`src/rtl/mem_pkg.sv`:
```
// Shared types and constants for the memory-stage access sequencer.
package mem_pkg;

  localparam int ADDR_W = 32;
  localparam int DATA_W = 32;
  localparam int RD_W   = 5;

  localparam logic [3:0] MEM_NONE = 4'h0;
  localparam logic [3:0] MEM_BYTE = 4'h1;
  localparam logic [3:0] MEM_WORD = 4'hF;

  typedef enum logic [1:0] {
    IDLE,
    SETUP,
    STROBE,
    RESP
  } state_t;

  function automatic logic [3:0] access_code(input logic byte_acc);
    return byte_acc ? MEM_BYTE : MEM_WORD;
  endfunction

endpackage

```
`src/rtl/mem_strobe_timer.sv`:
```
// Loadable down-counter that measures how long the DataMemory strobe stays asserted.
module mem_strobe_timer #(
  parameter int CNT_W = 4
) (
  input  logic             clk,
  input  logic             rst,
  input  logic             load,
  input  logic [CNT_W-1:0] load_val,
  input  logic             en,
  output logic             done
);

  logic [CNT_W-1:0] cnt;

  always_ff @(posedge clk or posedge rst) begin
    if (rst) begin
      cnt <= '0;
    end else if (load) begin
      cnt <= load_val;
    end else if (en && (cnt != '0)) begin
      cnt <= cnt - 1'b1;
    end
  end

  assign done = (cnt == '0);

endmodule

```
`src/rtl/mem_access_ctrl.sv`:
```
// Memory-stage access sequencer: settles address/data, then strobes DataMemory, returns load data.
// Optional build macro MEM_MISALIGN_TRAP_EN traps misaligned word accesses instead of issuing them.
module mem_access_ctrl
  import mem_pkg::*;
#(
  parameter int STROBE_CYCLES = 1,
  parameter int ADDR_SHIFT    = 2
) (
  input  logic              clk,
  input  logic              rst,
  input  logic              req_valid,
  output logic              req_ready,
  input  logic              req_we,
  input  logic              req_byte,
  input  logic [ADDR_W-1:0] req_addr,
  input  logic [DATA_W-1:0] req_wdata,
  input  logic [RD_W-1:0]   req_rd,
  output logic [ADDR_W-1:0] mem_addr,
  output logic [DATA_W-1:0] mem_inData,
  output logic [3:0]        mem_write,
  output logic [3:0]        mem_read,
  input  logic [DATA_W-1:0] mem_outData,
  output logic              rsp_valid,
  output logic [DATA_W-1:0] rsp_data,
  output logic [RD_W-1:0]   rsp_rd,
  output logic              stall,
  output logic              misalign
);

  localparam int         CNT_W       = 4;
  localparam logic [3:0] STROBE_LOAD = 4'(STROBE_CYCLES - 1);

  state_t          state, next_state;
  logic            lat_we;
  logic            lat_byte;
  logic [RD_W-1:0] lat_rd;
  logic            accept;
  logic            trap;
  logic            timer_load;
  logic            timer_en;
  logic            timer_done;

  assign req_ready = (state == IDLE);
  assign stall     = ~req_ready;
  assign accept    = req_valid & req_ready;

`ifdef MEM_MISALIGN_TRAP_EN
  assign trap = accept & ~req_byte & (req_addr[1:0] != 2'b00);

  always_ff @(posedge clk or posedge rst) begin
    if (rst) begin
      misalign <= 1'b0;
    end else begin
      misalign <= trap;
    end
  end
`else
  assign trap     = 1'b0;
  assign misalign = 1'b0;
`endif

  always_ff @(posedge clk or posedge rst) begin
    if (rst) begin
      state <= IDLE;
    end else begin
      state <= next_state;
    end
  end

  always_comb begin
    next_state = state;
    timer_load = 1'b0;
    timer_en   = 1'b0;
    case (state)
      IDLE: begin
        if (accept) begin
          next_state = trap ? IDLE : SETUP;
        end
      end
      SETUP: begin
        next_state = STROBE;
        timer_load = 1'b1;
      end
      STROBE: begin
        timer_en = 1'b1;
        if (timer_done) begin
          next_state = lat_we ? IDLE : RESP;
        end
      end
      RESP: begin
        next_state = IDLE;
      end
      default: begin
        next_state = IDLE;
      end
    endcase
  end

  mem_strobe_timer #(
    .CNT_W(CNT_W)
  ) u_timer (
    .clk      (clk),
    .rst      (rst),
    .load     (timer_load),
    .load_val (STROBE_LOAD),
    .en       (timer_en),
    .done     (timer_done)
  );

  // Address and store data are registered at accept so they are stable a full cycle before any strobe.
  always_ff @(posedge clk or posedge rst) begin
    if (rst) begin
      mem_addr   <= '0;
      mem_inData <= '0;
      lat_we     <= 1'b0;
      lat_byte   <= 1'b0;
      lat_rd     <= '0;
    end else if (accept && !trap) begin
      mem_addr   <= req_addr >> ADDR_SHIFT;
      mem_inData <= req_wdata;
      lat_we     <= req_we;
      lat_byte   <= req_byte;
      lat_rd     <= req_rd;
    end
  end

  // Strobes are registered from next_state so DataMemory never sees a combinational glitch.
  always_ff @(posedge clk or posedge rst) begin
    if (rst) begin
      mem_write <= MEM_NONE;
      mem_read  <= MEM_NONE;
      rsp_valid <= 1'b0;
    end else begin
      mem_write <= ((next_state == STROBE) && lat_we)  ? access_code(lat_byte) : MEM_NONE;
      mem_read  <= ((next_state == STROBE) && !lat_we) ? access_code(lat_byte) : MEM_NONE;
      rsp_valid <= (next_state == RESP);
    end
  end

  always_ff @(posedge clk or posedge rst) begin
    if (rst) begin
      rsp_data <= '0;
      rsp_rd   <= '0;
    end else if ((state == STROBE) && timer_done && !lat_we) begin
      rsp_data <= mem_outData;
      rsp_rd   <= lat_rd;
    end
  end

endmodule

```
`config.mk`:
```
export PLATFORM = sky130hd
export DESIGN_NAME = mem_access_ctrl
export DESIGN_NICKNAME = d
export VERILOG_FILES = /design/src/rtl/mem_pkg.sv /design/src/rtl/mem_strobe_timer.sv /design/src/rtl/mem_access_ctrl.sv
export SDC_FILE = /design/constraint.sdc
export NUM_CORES = 1
export LEC_CHECK = 0
export CAP_MARGIN = 10
export CORE_MARGIN = 5
export CORE_UTILIZATION = 37
export CTS_BUF_LIST = sky130_fd_sc_hd__clkbuf_8 sky130_fd_sc_hd__clkbuf_16
export CTS_CLUSTER_DIAMETER = 200
export DETAILED_ROUTE_END_ITERATION = 7
export MAX_ROUTING_LAYER = met4
export PLACE_DENSITY = 0.75
export SYNTH_ARGS = -nofsm -noshare
export SYNTH_HDL_FRONTEND = slang
export SYNTH_SLANG_ARGS = --single-unit
```
`constraint.sdc`:
```
create_clock -name clk -period 4.4 [get_ports clk]
set_input_delay 1.32 -clock clk [delete_from_list [all_inputs] [get_ports clk]]
set_output_delay 1.32 -clock clk [all_outputs]
set_load 0.02 [all_outputs]
```
==> metrics.yaml, run 1 <==
outcome:
  outcome: "completed"
critical_path:
  reg2reg_slack_ps: 1770
  cpMaxStageDelayCell: "clkdlybuf4s50_1"
  critPathKind: "flop to primary output"
  crit_required_ps: 3080
  reg2regPathDepth: 6
  start_kind: "flop"
  critPathBufInv: 1
  crit_chain: "nor2_1 > clkdlybuf4s50_1"
  critPathMaxStageDelay_ps: 630
  path_delay_family: "buffers and inverters"
  crit_path_max_fanout: 10
  r2r-end: "rsp_data[19]"
  end_kind: "primary output"
  arrival_ps: 1700
  r2r_start: "u_timer.cnt[0]"
clock_tree:
  cts_setup_buffers: 0
  numClockSinks: 117
  cts_buffer_depth: 2
  clock_latency_ps: 410
  clk_pin_slew_worst_paths_ps: 60
  cts-resized-gates: 0
  cts_buffers: 17
  htree_levels: 4
  cts_tree: "yes"
  cts_hold_buf: 0
  cts_root_buf: "clkbuf_16"
global_route:
  antenna_found_initial: 0
  grt_pass1_wl_um: 17940
  grt_use_total_pct: 16.22
  grt.overflow.total: 0
  grt_max_degree: 62
  grt_pass1_vias: 3457
synth:
  yosysUniqueCellTypes: 29
  synthAdderAreaFrac_pct: 0.2676
  synth_cells: 286
  synth_area_leaders: "dfrtp_1 (63%), mux2_2 (17%), mux2_4 (12%)"
  syn_avg_cell_area_um2: 16.35
  ys_ff_latch: 117
  synth_warnings: 0
  synth_commonest_cells: "dfrtp_1 (117), mux2_2 (69), mux2_4 (37)"
  yosysTopAreaCell: "dfrtp_1"
  post_synth_xor_area_fraction_pct: 0
  synth_compound_area_share_pct: 1.525
  synth-simple-area-share_pct: 2.569
  synth_flop_cell: "dfrtp_1"
  synth-edff-count: 0
  synth_top_family_by_area: "multiplexers"
  yosys-mux-area-fraction_pct: 28.50
  synth.most_common_cell: "dfrtp_1"
  synth_top_area_share_pct: 62.62
  syn_area_um2: 4676
  yosysSeqAreaShare_pct: 62.62
  async_flop_share_pct: 100.0
placed_design:
  dpl_cell_area_um2: 6910
  io_buffers: 213
  hpwl_um: 8266
  gp_congestion: 0.8325
power_and_ir_drop:
  powerDensity_nw_per_um2: 837.1
  irDropWorstVdd_uv: 455.5
  total_power_w: 0.006305
  p_leak_nw: 3.286
hold_path:
  hp-start: "lat_byte"
  holdPathEnd: "mem_read[2]"
  min_path_cells: 1
  min_path_type: "flop to flop"
route:
  routed_wl_um: 11350
  dr.first_iter.drc_count: 133
  drtPass1Iterations: 4
  avgViaCountPerCell: 4.539
  vias: 3118
  ant_nets: 0
  avgRoutedWirePerCell_um: 16.52
  drc: 0
floorplanning:
  die_h_um: 122.4
  die_area_um2: 14990
  ioPinCount: 219
  die_x_um: 122.4
  core_area_um2: 12520
  core.rowCount: 41
  start_util_pct: 37.36
sta:
  setup_tns_ps: 0
  worstMarginPinSlew_ps: 920.8
  period_minus_slack_ps: 3022
  finalSetupViolCount: 0
  final_max_slew_viol_count: 0
  rsz0062_at_grt: "no"
  post-route-period-util_pct: 68.69
  finClkSkew_ps: 9.815
  fmax_ghz: 0.3309
  maxSlewHeadroom_pct: 37.84
  hold_viol_final: 0
job:
  maxCapViolCount: 0
layout:
  antenna_cells: 0
  design_area_um2: 7532
  nNetsFinal: 609
  area_growth_syn_to_layout_pct: 61.09
  drive_gt1_share_pct: 27.77
-- how the worst max path moves through the flow --
stage                         start  slack [ps]        endpoint  depth (start not counted)
after global placement    req_valid        1180   mem_inData[8]                          4
after CTS                  state[0]        1350       req_ready                          2
after global routing       state[0]        1240           stall                          3
after floorplan                 rst        1650        lat_byte                          1
after detailed placement  req_valid        1140  mem_inData[12]                          4
final                      state[0]        1380       req_ready                          2
-- final cells by class --
type	instances	area, um2
Clock buffer	22	494.2
Fill cell	1012	4985
Sequential cell	117	2928
Timing Repair Buffer	217	2187
Tap cell	172	215.2
Inverter	7	30.03
Clock inverter	10	127.6
Multi-Input combinational cell	142	1550
-- sequential cells by signal, indices dropped and copies added (netlist names) --
register     cells
mem_inData      32
rsp_data        32
mem_addr        30
lat_rd           5
rsp_rd           5
u_timer.cnt      4
mem_read         2
mem_write        2
state            2
lat_byte         1
lat_we           1
rsp_valid        1
-- metrics by stage --
stage | hold slack (ps) | cells | utilization [%] | worst slack [ps]
after detailed placement | 461.2 | 655 | 55.21 | 1140
after global placement | 438.9 | 655 | 55.21 | 1178
after CTS | 468.7 | 687 | 60.18 | 1347
final | 464.7 | 687 | 60.18 | 1378
after floorplan | 427.8 | 288 | - | 1653
after global routing | 482.7 | 687 | 60.18 | 1241
-- cell families after synthesis --
| group | after synthesis |
|---|---|
| flops | 117 |
| mux | 106 |
| buf+inv | 29 |
| simple gates | 23 |
| compound gates | 9 |
| fa+ha+maj | 1 |
| other cells | 1 |
-- cell usage in the layout, fill, tap and decap left out, drive strengths merged, types with 2 or more instances in the layout --
cell and n:
buf 4, bufinv 3, clkbuf 22, clkdlybuf4s50 213, clkinv 3, clkinvlp 3
conb 3, dfrtp 117, inv 8, mux2 106, nand2 6, nand2b 4
nor2 4, nor3 3, nor3b 2
-- power by group --
part,total [W],internal (W),switching [W]
registers,0.00194,0.00163,0.000309
clock network,0.00142,0.000958,0.000465
logic,0.00294,0.00164,0.00131
total,0.00630,0.00422,0.00208
-- routing by layer --
metal  up-vias  wire length, um  global-route usage (%)
li1       1421                -                       -
met1      1523             4594                   18.83
met2       156             5396                   24.67
met3        18             1125                   7.373
met4         0              235                   6.368
met5         -                0                       -
-- worst register-to-register path, cell delays in order (launching register included) --
cell and delay [ps]:
dfrtp_1 400, inv_1 90, ha_1 210, or3b_1 380
or3_2 660, buf_4 380, mux2_4 380
No activity file was read; power rests on OpenSTA's default activity.
==> run 2: changes to the inputs <==
==> constraint.sdc (replaced) <==
create_clock -name clk -period 2.55 [get_ports clk]
set_input_delay 0.765 -clock clk [delete_from_list [all_inputs] [get_ports clk]]
set_output_delay 0.765 -clock clk [all_outputs]
set_load 0.02 [all_outputs]
==> run 2 against run 1 <==
  * Sequential power grew 73%
  * Highest routed layer unchanged
  * Clock-buffer cell count shrank 2
  * Clock skew shrank 3.2 ps
  * Final area shrank 0.43%
  * Global-route usage grew 0.058 points
  * Largest cell class unchanged
  * Critical endpoint is now stall
  * Register-to-register slack lost 1500 ps
  * Total power grew 70%
  * Worst setup slack lost 1200 ps
==> metrics.yaml, run 2 (synthesized netlist as in run 1, its figures left out) <==
outcome:
  outcome: "completed"
global_route:
  grt_use_total_pct: 16.28  # +0.058 points
  grt.overflow.total: 0  # unchanged
  grt_pass1_vias: 3462  # +0.14%
  grt_pass1_wl_um: 17930  # about the same
  grt_max_degree: 68  # +9.7%
  antenna_found_initial: 0  # unchanged
layout:
  area_growth_syn_to_layout_pct: 60.40
  final_common_cell: "clkdlybuf4s50_1"
  nNetsFinal: 611  # +0.33%
  design_area_um2: 7500  # -0.43%
  final_cell_mix: "clkdlybuf4s50_1 (212), dfrtp_1 (117), mux2_2 (69)"
  antenna_cells: 0  # unchanged
  largest_registers: "mem_inData (32), rsp_data (32), mem_addr (30)"
  drive_gt1_share_pct: 27.43  # -0.34 points
  utilization_pct: 59.92  # -0.26 points
floorplanning:
  core.rowCount: 41  # unchanged
  ioPinCount: 219  # unchanged
  die_area_um2: 14990  # unchanged
  die_h_um: 122.4  # unchanged
  die_x_um: 122.4  # unchanged
  core_area_um2: 12520  # unchanged
  start_util_pct: 37.36  # unchanged
clock_tree:
  clk_pin_slew_worst_paths_ps: 50  # about the same
  cts_buffer_depth: 2  # unchanged
  clock_latency_ps: 400  # about the same
  cts_tree: "yes"
  numClockSinks: 117  # unchanged
  cts_root_buf: "clkbuf_16"
  cts_setup_buffers: 0  # unchanged
  cts_buffers: 17  # unchanged
  htree_levels: 4  # unchanged
placed_design:
  gp_congestion: 0.8019  # -3.7%
  dpl_cell_area_um2: 6938  # +0.40%
  io_buffers: 213  # unchanged
  hpwl_um: 8374  # +1.3%
critical_path:
  critPathBufInv: 2  # +1
  start_kind: "flop"
  critPathMaxStageDelay_ps: 600  # -30 ps
  cpMaxStageDelayCell: "clkdlybuf4s50_1"
  crit_chain: "nor2_2 > inv_1 > clkdlybuf4s50_1"
  end_kind: "primary output"
  path_delay_family: "buffers and inverters"
  crit_required_ps: 1790  # -1290 ps
  arrival_ps: 1650  # -50 ps
  crit_path_max_fanout: 10  # unchanged
  critPathKind: "flop to primary output"
sta:
  final_max_slew_viol_count: 0  # unchanged
  finalSetupViolCount: 0  # unchanged
  setup_tns_ps: 0  # unchanged
  maxSlewHeadroom_pct: 58.03  # +20 points
  period_minus_slack_ps: 2418
  worstMarginPinSlew_ps: 629.6  # -291.2 ps
  hold_ws_ps: 471.5  # +6.764 ps
  finClkSkew_ps: 6.646  # -3.169 ps
  rsz0062_at_grt: "no"
  post-route-period-util_pct: 94.83
  fmax_ghz: 0.4135
  hold_viol_final: 0  # unchanged
route:
  dr.first_iter.drc_count: 112  # -16%
  avgViaCountPerCell: 4.515  # -0.53%
  drc: 0  # unchanged
  avgRoutedWirePerCell_um: 16.64  # +0.71%
  routed_wl_um: 11420  # +0.56%
  drtPass1Iterations: 4  # unchanged
  ant_nets: 0  # unchanged
  vias: 3097  # -0.67%
hold_path:
  min_path_type: "flop to flop"
power_and_ir_drop:
  p_leak_nw: 3.294  # +0.26%
  powerDensity_nw_per_um2: 1425  # +70%
  irDropWorstVdd_uv: 718.6  # +58%
job:
  maxCapViolCount: 0  # unchanged
run 2: cell count changes in the layout (fill, tap and decap cells not counted), sizes merged:
cell / delta
clkinvlp: -2
dlymetal6s2s: +1
inv: +2
clkdlybuf4s50: -1
buf: +2
bufinv: -1
clkbuf: -2
run 2: what timing repair did:
item	CTS	global route
endpoints found under the hold margin	0	0
gates resized for setup	0	2
hold buffers	0	0
endpoints found under the setup margin	0	2
run 2: metrics by stage:
stage / total power (W) / std cells / worst slack, ps
after floorplan: 0.006237 / 288 / 357.6
after global placement: 0.008391 / 657 / 338.4
after detailed placement: 0.008540 / 657 / 287.4
after CTS: 0.01086 / 686 / 51.47
after global routing: 0.01130 / 686 / 25.31
final: 0.01069 / 686 / 131.8
run 2: power breakdown:
group          internal, W  total [W]  switching (W)
sequential         0.00281    0.00336       0.000550
clock              0.00147    0.00222       0.000750
combinational      0.00286    0.00510        0.00225
total              0.00715     0.0107        0.00355
run 2: final timing paths:
path,slack [ps],to,from,cells past startpoint
worst min-delay path,470,mem_read[2],lat_byte,1
max in group asynchronous,1170,mem_addr[6],rst,3
min in group asynchronous,820,lat_rd[1],rst,3
worst min register to register,470,mem_read[2],lat_byte,1
worst max-delay path,130,stall,state[0],3
worst max register to register,270,rsp_data[11],u_timer.cnt[0],6
run 2: metal layers:
metal / up-vias / GRT usage [%] / part of all wire, %
li1: 1427 / - / -
met4: 0 / 7.488 / 2.2
met1: 1504 / 18.93 / 40
met2: 147 / 25.04 / 48
met5: - / - / 0
met3: 19 / 6.221 / 9.1
run 2: area by class of cell:
type,count,area (um2)
multi-input combinational,142,1553
sequential,117,2928
timing repair buffer,219,2217
inverter,7,30.03
fill,997,5017
clock inverter,9,90.09
clock buffer,20,466.7
tap,172,215.2
